File: src/rtl/mips_pkg.sv
// rtl/mips_pkg.sv - shared MIPS pipeline constants, encodings and width helpers
package mips_pkg;

    localparam int DATA_W_DEF     = 32;
    localparam int REG_ADDR_W_DEF = 5;
    localparam int COUNT_W_DEF    = 32;

    typedef enum logic [1:0] {
        WB_SEL_ALU  = 2'b00,
        WB_SEL_MEM  = 2'b01,
        WB_SEL_LINK = 2'b10,
        WB_SEL_RSVD = 2'b11
    } wb_sel_e;

    typedef enum logic [1:0] {
        LD_BYTE   = 2'b00,
        LD_HALF   = 2'b01,
        LD_WORD   = 2'b10,
        LD_DOUBLE = 2'b11
    } ld_size_e;

    // Width of the byte offset inside one datapath word.
    function automatic int off_w(input int data_w);
        return $clog2(data_w / 8);
    endfunction

endpackage

File: src/rtl/mem_wb_writeback_if.sv
// rtl/mem_wb_writeback_if.sv - MEM-to-WB stage bundle and register-file write port
interface mem_wb_writeback_if #(
    parameter int DATA_W     = mips_pkg::DATA_W_DEF,
    parameter int REG_ADDR_W = mips_pkg::REG_ADDR_W_DEF,
    parameter int COUNT_W    = mips_pkg::COUNT_W_DEF
);

    logic                  stall;
    logic                  flush;
    logic                  mem_valid;
    logic                  mem_reg_write;
    logic [1:0]            mem_wb_sel;
    logic [1:0]            mem_ld_size;
    logic                  mem_ld_signed;
    logic [REG_ADDR_W-1:0] mem_rd;
    logic [DATA_W-1:0]     mem_alu_result;
    logic [DATA_W-1:0]     mem_read_data;
    logic [DATA_W-1:0]     mem_link;

    logic                  wb_we;
    logic [REG_ADDR_W-1:0] wb_rd;
    logic [DATA_W-1:0]     wb_data;
    logic                  wb_valid;
    logic                  wb_misalign;
    logic [COUNT_W-1:0]    wb_retire_count;

    modport master (
        output stall, flush, mem_valid, mem_reg_write, mem_wb_sel, mem_ld_size,
               mem_ld_signed, mem_rd, mem_alu_result, mem_read_data, mem_link,
        input  wb_we, wb_rd, wb_data, wb_valid, wb_misalign, wb_retire_count
    );

    modport slave (
        input  stall, flush, mem_valid, mem_reg_write, mem_wb_sel, mem_ld_size,
               mem_ld_signed, mem_rd, mem_alu_result, mem_read_data, mem_link,
        output wb_we, wb_rd, wb_data, wb_valid, wb_misalign, wb_retire_count
    );

endinterface

File: src/rtl/load_extract.sv
// rtl/load_extract.sv - byte/half/word/double lane extraction with sign extension
module load_extract import mips_pkg::*; #(
    parameter int DATA_W = DATA_W_DEF,
    localparam int OFF_W = off_w(DATA_W)
) (
    input  logic [DATA_W-1:0] raw,
    input  logic [OFF_W-1:0]  offset,
    input  logic [1:0]        size,
    input  logic              ld_signed,
    output logic [DATA_W-1:0] data,
    output logic              misalign
);

    localparam logic [DATA_W-1:0] MASK_B = DATA_W'({8{1'b1}});
    localparam logic [DATA_W-1:0] MASK_H = DATA_W'({16{1'b1}});
    localparam logic [DATA_W-1:0] MASK_W = DATA_W'({32{1'b1}});

    logic [DATA_W-1:0] lane;
    logic [DATA_W-1:0] mask;
    logic              sign_bit;

    assign lane = raw >> {offset, 3'b000};

    always_comb begin
        mask     = MASK_W;
        sign_bit = lane[31];
        misalign = |offset[1:0];
        case (size)
            LD_BYTE: begin
                mask     = MASK_B;
                sign_bit = lane[7];
                misalign = 1'b0;
            end
            LD_HALF: begin
                mask     = MASK_H;
                sign_bit = lane[15];
                misalign = offset[0];
            end
            LD_DOUBLE: begin
                // On a 32-bit datapath a double request degrades to a word load.
                if (DATA_W == 64) begin
                    mask     = '1;
                    sign_bit = 1'b0;
                    misalign = |offset;
                end
            end
            default: begin
            end
        endcase

        if (&mask) begin
            data = raw;
        end else begin
            data = lane & mask;
            if (ld_signed && sign_bit) begin
                data = data | ~mask;
            end
        end
    end

endmodule

File: src/rtl/mem_wb_writeback.sv
// rtl/mem_wb_writeback.sv - MEM/WB pipeline register with write-back select and retire counter
module mem_wb_writeback import mips_pkg::*; #(
    parameter int DATA_W     = DATA_W_DEF,
    parameter int REG_ADDR_W = REG_ADDR_W_DEF,
    parameter int COUNT_W    = COUNT_W_DEF
) (
    input  logic             clk,
    input  logic             reset,
    mem_wb_writeback_if.slave bus
);

    localparam int OFF_W = off_w(DATA_W);

    logic                  r_valid;
    logic                  r_reg_write;
    logic [1:0]            r_wb_sel;
    logic [1:0]            r_ld_size;
    logic                  r_ld_signed;
    logic [REG_ADDR_W-1:0] r_rd;
    logic [DATA_W-1:0]     r_alu;
    logic [DATA_W-1:0]     r_read_data;
    logic [DATA_W-1:0]     r_link;
    logic [COUNT_W-1:0]    retire_count;

    logic [DATA_W-1:0]     ex_data;
    logic                  ex_misalign;
    logic                  misalign;
    logic [DATA_W-1:0]     wb_data_sel;

    always_ff @(posedge clk) begin
        if (reset) begin
            r_valid     <= 1'b0;
            r_reg_write <= 1'b0;
            r_wb_sel    <= '0;
            r_ld_size   <= '0;
            r_ld_signed <= 1'b0;
            r_rd        <= '0;
            r_alu       <= '0;
            r_read_data <= '0;
            r_link      <= '0;
        end else if (bus.flush) begin
            // Only the qualifiers are cleared; payload fields of a bubble are don't-care.
            r_valid     <= 1'b0;
            r_reg_write <= 1'b0;
        end else if (!bus.stall) begin
            r_valid     <= bus.mem_valid;
            r_reg_write <= bus.mem_reg_write;
            r_wb_sel    <= bus.mem_wb_sel;
            r_ld_size   <= bus.mem_ld_size;
            r_ld_signed <= bus.mem_ld_signed;
            r_rd        <= bus.mem_rd;
            r_alu       <= bus.mem_alu_result;
            r_read_data <= bus.mem_read_data;
            r_link      <= bus.mem_link;
        end
    end

    // An instruction retires on the edge it leaves WB, so a stalled edge never counts.
    always_ff @(posedge clk) begin
        if (reset) begin
            retire_count <= '0;
        end else if (r_valid && !misalign && !bus.stall) begin
            retire_count <= retire_count + COUNT_W'(1);
        end
    end

    load_extract #(
        .DATA_W(DATA_W)
    ) u_extract (
        .raw      (r_read_data),
        .offset   (r_alu[OFF_W-1:0]),
        .size     (r_ld_size),
        .ld_signed(r_ld_signed),
        .data     (ex_data),
        .misalign (ex_misalign)
    );

    assign misalign = r_valid && (r_wb_sel == WB_SEL_MEM) && ex_misalign;

    always_comb begin
        case (r_wb_sel)
            WB_SEL_MEM:  wb_data_sel = ex_data;
            WB_SEL_LINK: wb_data_sel = r_link;
            default:     wb_data_sel = r_alu;
        endcase
    end

    assign bus.wb_we           = r_valid && r_reg_write && (r_rd != '0) && !misalign;
    assign bus.wb_rd           = r_rd;
    assign bus.wb_data         = wb_data_sel;
    assign bus.wb_valid        = r_valid;
    assign bus.wb_misalign     = misalign;
    assign bus.wb_retire_count = retire_count;

endmodule
File: src/flat_wrapper.sv
// flat-port wrapper written by rule: the top's interface ports become plain ports
module mem_wb_writeback_flat import mips_pkg::*;
#(
    parameter int DATA_W     = DATA_W_DEF,
    parameter int REG_ADDR_W = REG_ADDR_W_DEF,
    parameter int COUNT_W    = COUNT_W_DEF
)
  (clk, reset, bus_stall, bus_flush, bus_mem_valid, bus_mem_reg_write, bus_mem_wb_sel, bus_mem_ld_size, bus_mem_ld_signed, bus_mem_rd, bus_mem_alu_result, bus_mem_read_data, bus_mem_link, bus_wb_we, bus_wb_rd, bus_wb_data, bus_wb_valid, bus_wb_misalign, bus_wb_retire_count);
  mem_wb_writeback_if #(.DATA_W(DATA_W), .REG_ADDR_W(REG_ADDR_W), .COUNT_W(COUNT_W)) bus_i ();
  input  logic clk;
  input  logic reset;
  input wire logic [$bits(bus_i.stall)-1:0] bus_stall;
  input wire logic [$bits(bus_i.flush)-1:0] bus_flush;
  input wire logic [$bits(bus_i.mem_valid)-1:0] bus_mem_valid;
  input wire logic [$bits(bus_i.mem_reg_write)-1:0] bus_mem_reg_write;
  input wire logic [$bits(bus_i.mem_wb_sel)-1:0] bus_mem_wb_sel;
  input wire logic [$bits(bus_i.mem_ld_size)-1:0] bus_mem_ld_size;
  input wire logic [$bits(bus_i.mem_ld_signed)-1:0] bus_mem_ld_signed;
  input wire logic [$bits(bus_i.mem_rd)-1:0] bus_mem_rd;
  input wire logic [$bits(bus_i.mem_alu_result)-1:0] bus_mem_alu_result;
  input wire logic [$bits(bus_i.mem_read_data)-1:0] bus_mem_read_data;
  input wire logic [$bits(bus_i.mem_link)-1:0] bus_mem_link;
  output wire logic [$bits(bus_i.wb_we)-1:0] bus_wb_we;
  output wire logic [$bits(bus_i.wb_rd)-1:0] bus_wb_rd;
  output wire logic [$bits(bus_i.wb_data)-1:0] bus_wb_data;
  output wire logic [$bits(bus_i.wb_valid)-1:0] bus_wb_valid;
  output wire logic [$bits(bus_i.wb_misalign)-1:0] bus_wb_misalign;
  output wire logic [$bits(bus_i.wb_retire_count)-1:0] bus_wb_retire_count;
  assign bus_i.stall = bus_stall;
  assign bus_i.flush = bus_flush;
  assign bus_i.mem_valid = bus_mem_valid;
  assign bus_i.mem_reg_write = bus_mem_reg_write;
  assign bus_i.mem_wb_sel = bus_mem_wb_sel;
  assign bus_i.mem_ld_size = bus_mem_ld_size;
  assign bus_i.mem_ld_signed = bus_mem_ld_signed;
  assign bus_i.mem_rd = bus_mem_rd;
  assign bus_i.mem_alu_result = bus_mem_alu_result;
  assign bus_i.mem_read_data = bus_mem_read_data;
  assign bus_i.mem_link = bus_mem_link;
  assign bus_wb_we = bus_i.wb_we;
  assign bus_wb_rd = bus_i.wb_rd;
  assign bus_wb_data = bus_i.wb_data;
  assign bus_wb_valid = bus_i.wb_valid;
  assign bus_wb_misalign = bus_i.wb_misalign;
  assign bus_wb_retire_count = bus_i.wb_retire_count;
  mem_wb_writeback #(.DATA_W(DATA_W), .REG_ADDR_W(REG_ADDR_W), .COUNT_W(COUNT_W)) u_core (.clk(clk), .reset(reset), .bus(bus_i));
endmodule
File: config.mk
export PLATFORM = sky130hd
export DESIGN_NAME = mem_wb_writeback_flat
export DESIGN_NICKNAME = d
export VERILOG_FILES = /design/src/rtl/mips_pkg.sv /design/src/rtl/mem_wb_writeback_if.sv /design/src/rtl/load_extract.sv /design/src/rtl/mem_wb_writeback.sv /design/src/flat_wrapper.sv
export SDC_FILE = /design/constraint.sdc
export NUM_CORES = 1
export LEC_CHECK = 0
export CORE_AREA = 2 2 145 119
export CTS_BUF_LIST = sky130_fd_sc_hd__clkbuf_16
export DETAILED_ROUTE_END_ITERATION = 10
export DIE_AREA = 0 0 147 121
export GPL_TIMING_DRIVEN = 0
export PLACE_DENSITY = 0.65
export SYNTH_ARGS = -nofsm -noshare
export SYNTH_HDL_FRONTEND = slang
export SYNTH_SLANG_ARGS = --single-unit
export TNS_END_PERCENT = 1
File: constraint.sdc
create_clock -name clk -period 3.8 [get_ports clk]
set_clock_uncertainty 0.1 [all_clocks]
set_input_delay 1.14 -clock clk [delete_from_list [all_inputs] [get_ports clk]]
set_output_delay 1.14 -clock clk [all_outputs]
set_load 0.03 [all_outputs]
Word-level counts from Yosys, hierarchy flattened
Index checks and enable logic that the tools add are counted.
Word-level totals
  memory bits (read-only): 0
  input port bits: 112
  bits in writable memories: 0
  output and inout bits: 72
  logic and storage cells: 42
  register bits: 140
  memories kept: 0
  bits in latches: 0
Cells by class
  add/sub/neg operators: 1
  divide/modulo/power cells: 0
  bitwise operators: 5
  order comparisons: 0
  multiply operators: 0
  shifts and indexed selects: 1
  multiplexer cells: 6
  equal/unequal tests: 3
  reduce and logical (&&, ||, !) cells: 16
Operators by type and width (number)
  32-bit case mux with 2 select lines: 2
  32-bit two-way mux: 2
  32-bit by 1-bit adder with 32-bit output (second input constant): 1
  32-bit bitwise AND: 1
  32-bit NOT: 1
  32-bit bitwise OR: 1
  32-bit AND reduction: 1
  32-bit by 5-bit >> shifter with 32-bit output: 1
  1-bit logical AND: 8
  5-bit nonzero test: 1
  2-bit by 1-bit == test with 1-bit output (second input constant): 2
  1-bit case mux with 2 select lines: 2
  2-bit OR reduction: 2
  2-bit == test (second input constant): 1
  1-bit zero test: 2
  2-bit zero test: 1
  1-bit NOT: 2
  2-bit AND reduction: 1

Logic depth before layout (Yosys ltp)
  depth after elaboration: 7
  depth in mapped cells: 8
  depth with buffers taken out: 7

Cells and area by module
A second synthesis with hierarchy kept.
Unflattened totals
  cell total of the unflattened synthesis: 909
  area, all modules: 6655.1 µm²
By module, submodules not included
  mem_wb_writeback: cells an instance 772, area an instance 5864.4 µm², sequential area each 2802.7 µm², instances 1
  load_extract: cells an instance 137, area an instance 790.8 µm², sequential area each 0.0 µm², instances 1

Least setup slack after synthesis
Ideal clock, no wire load.
  path type: register to output
  start: register u_core.r_alu[0]
  end: output bus_wb_data[15]
  cell stages (with the launch flop): 8
  arrival time: 2.042 ns
  buffers on the path: 2
  required time: 2.560 ns
  path slack: 0.518 ns
  path through: dfxtp_1 -> clkbuf_8 -> inv_2 -> mux2i_1 -> a21oi_1 -> or3b_1 -> clkbuf_1 -> o21ai_0
On the way
  cells in the longest elaborated chain, start to end: 6
RTL lines
  start: declaration: line mem_wb_writeback.sv:20  | logic [DATA_W-1:0] r_alu;
  start signal: assignment: line mem_wb_writeback.sv:52  | r_alu <= bus.mem_alu_result;
  32-bit by 5-bit >> shifter with 32-bit output (*): line load_extract.sv:22  | assign lane = raw >> {offset, 3'b000};
  1-bit case mux with 2 select lines / 32-bit bitwise AND (equally long branches): line load_extract.sv:28, load_extract.sv:54
  1-bit logical AND / 32-bit bitwise OR (equally long branches): line load_extract.sv:55, load_extract.sv:56
  32-bit two-way mux (*): line load_extract.sv:55  | if (ld_signed && sign_bit) begin
  32-bit two-way mux (*): line load_extract.sv:51  | if (&mask) begin
  32-bit case mux with 2 select lines (*): line mem_wb_writeback.sv:81  | case (r_wb_sel)
  end: declaration: line flat_wrapper.sv:25  | output wire logic [$bits(bus_i.wb_data)-1:0] bus_wb_data;
Mark *: on every way between the ends. The rest lies on a longest branch, timed or not.

Worst setup path after layout
  start: register u_core.r_alu[0]
  end: output bus_wb_data[14]
The elaborated chain is that of the path after synthesis.

==> metrics.txt <==
maximum vdd ir drop 0.272 mV; crit path kind register to output port; crit path from u_core.r_alu[0]; FFs w/ async S/R, synth 0%; CTS hold repair buffers 0; clock transition at the registers of the reported paths 0.06 ns; cts bufs inserted 17; layout cells sized above 1 9.18%; Buf/Inv on CP 3; DRC errors left 0; Sw Share 26.8%; first-pass GRT wire length 34.2 mm; Post-synth EDFFs 0; cell family with most CP delay buffers and inverters; CTS H-tree lvls 4; Slew @ Worst Pin 0.832 ns; pin count of the biggest net entering global routing 17; footprint of the multi-input gates 0.00339 mm2; reg2reg end u_core.bus.wb_retire_count[27]; run status completed; Hold EP u_core.r_link[2]; r2r setup slk 1.61 ns; RSZ-0062 raised after global routing true; commonest non-fill, non-tap cell in the layout nand2_1; core footprint 0.0163 mm2; Warnings, synthesis 0; Combinational Power Share 14.0%; IO Count 184; diode count 0; gpl congestion 0.895; gr ovfl total 0; clk root buf clkbuf_16; fin. max-slew vios 0; port buffer count 181; Reg area 0.00280 mm2; slowest CP cell or3b_4; crit path max fanout 9; area delta synth->final 41.5%; post-DR wirelength/cell 17.1 um; CP cell instances clkbuf_8 -> inv_2 -> mux2i_1 -> a21oi_1 -> or3b_4 -> o221ai_1 -> clkdlybuf4s15_2; fill cell count 1602; Chip Width 147 um; Detail Placement HPWL 16.3 mm; period utilization 98.3%; drt initial violations 714; WP data required 2.56 ns; Distinct cells, synth 51; CP max stage delay 0.46 ns; CTS Buffer Depth 2; Hold Path Class register to register; commonest non-fill, non-tap cells in the layout nand2_1, a21oi_1, clkdlybuf4s50_1; CP Capture Type output port; vias 6619; overall power 3.70 mW; CP Launch Type register; clk sinks 140; Die H 121 um; Clk pwr share 43.7%; Max Clock Freq 268 MHz; Clk Latency, worst-skew pair 0.43 ns; post-detailed-route via-to-cell ratio 5.18; DIE AREA 0.0178 mm2; drt pass-1 iters 6; antenna-violating nets left 0; Slew headroom 44.3%; Tmin final 3.73 ns; CTS tree built; sequential share of power 42.3%; Final nets 1159; final WL 21.8 mm; R2R depth 8; Int Pwr 2.71 mW; cells after synthesis 844; Final Instance Area 0.00909 mm2; Max Cap Violations 0; leakage 3.20 nW; final hold violations 0; setup violators final 0; Hold Crit Start u_core.r_link[2]; Cell Area, Placed 0.00852 mm2; Top FF cell, synth dfxtp_1; initial core utilization 39.5%; CP arrival 2.49 ns; Seq/Total Area, Yosys 43.6%; PD cells 406 mW/mm2; post-synth design cell area 0.00643 mm2; synthesized flop and latch total 140; Rows 42; initial antenna violation count 0; Net Switching 992 uW; Mapped Nets 959; vias in the first global route 6189; synthesized area per cell 7.62 um2; all-layer global routing usage 24.9%; WHS 0.356 ns; critical register-to-register path startpoint u_core.r_wb_sel[1]; Hold Path Cell Cnt 2
==> worst max path at each step <==
| stage | cells past startpoint | slack [ns] | end |
|---|---|---|---|
| CTS | 8 | -0.13 | bus_wb_data[15] |
| global route | 6 | -0.08 | bus_wb_data[1] |
| global placement | 8 | -0.11 | bus_wb_data[30] |
| floorplan | 7 | 0.52 | bus_wb_data[15] |
| detailed placement | 7 | -0.13 | bus_wb_data[26] |
| finish | 7 | 0.07 | bus_wb_data[14] |
==> sequential cells by signal (all words and copies together), names as in the netlist <==
| name | count |
|---|---|
| u_core.bus.wb_rd | 5 |
| u_core.bus.wb_retire_count | 32 |
| u_core.bus.wb_valid | 1 |
| u_core.r_alu | 32 |
| u_core.r_ld_signed | 1 |
| u_core.r_ld_size | 2 |
| u_core.r_link | 32 |
| u_core.r_read_data | 32 |
| u_core.r_reg_write | 1 |
| u_core.r_wb_sel | 2 |
==> worst register-to-register path, cell delays in order (launching register included) <==
cell	delay, ns
dfxtp_1	0.36
inv_1	0.06
ha_2	0.22
and3_4	0.22
a31oi_4	0.18
nand4b_4	0.21
clkbuf_1	0.30
o31ai_1	0.32
a21oi_1	0.10
==> cells in the mapped netlist, types with 5 or more instances <==
library cell / instances / area [um2]
nand2_1: 244 / 916
a21oi_1: 152 / 761
dfxtp_1: 140 / 2800
clkbuf_1: 51 / 191
o21ai_0: 35 / 175
nor2_1: 34 / 128
nor2b_1: 19 / 119
a22oi_1: 17 / 128
mux2i_1: 14 / 140
xnor2_1: 11 / 96.3
xor2_1: 10 / 87.6
nand3_1: 9 / 45.0
o221ai_1: 9 / 78.8
or3_1: 8 / 50.1
inv_1: 7 / 26.3
a221oi_1: 6 / 52.6
buf_2: 6 / 30.0
nor3_1: 6 / 30.0
o22ai_1: 6 / 37.5
nand4_1: 5 / 31.3
==> cell families (layout without fill, tap and decap cells) <==
group | count (synthesis) | after routing | synth area share, %
AO/OA/AOI/OAI | 233 | 233 | 20.6
XOR/XNOR | 21 | 21 | 2.86
adder cells (fa/ha/maj) | 3 | 3 | 0.584
buffers and inverters | 70 | 283 | 4.48
flip-flops | 140 | 140 | 43.6
multiplexers | 14 | 14 | 2.18
AND/OR/NAND/NOR | 363 | 363 | 25.7
==> power by group through the flow <==
stage	sequential (mW)	clock [mW]	combinational [mW]
after floorplan	1.58	0	0.266
after global placement	1.59	0	0.526
after detailed placement	1.59	0	0.526
after CTS	1.56	1.63	0.513
after global routing	1.57	1.70	0.561
final	1.57	1.61	0.518
==> cell type report <==
type,instances,share of cell area [%]
Buffer,60,2.92
Clock buffer,17,4.68
Clock inverter,15,1.68
Inverter,8,0.330
Multi-Input combinational cell,634,37.2
Sequential cell,140,30.8
Tap cell,220,3.03
Timing Repair Buffer,183,19.3
==> stage by stage <==
step	util (%)	std cells	worst slack, ns	setup TNS, ns
after global placement	52.3	1245	-0.111	-0.978
final	55.8	1277	0.0657	0
after global routing	55.8	1277	-0.0838	-0.285
after floorplan	-	844	0.518	0
after CTS	55.8	1276	-0.126	-1.02
after detailed placement	52.3	1245	-0.134	-1.07
==> routing by layer <==
metal  routed length, um  track usage, %  share of wire, %
met5                   0               0                 0
met1               10600            37.1                49
met3                1490            5.98               6.8
met4                 282            5.95               1.3
met2                9440            36.1                43
==> repair_timing <==
item	4_1_cts	5_1_grt
pin swaps	0	1
buffers inserted	0	2
endpoints found under the setup margin	33	33
gates resized for setup	84	42
Power figures use the tool's default switching activity.
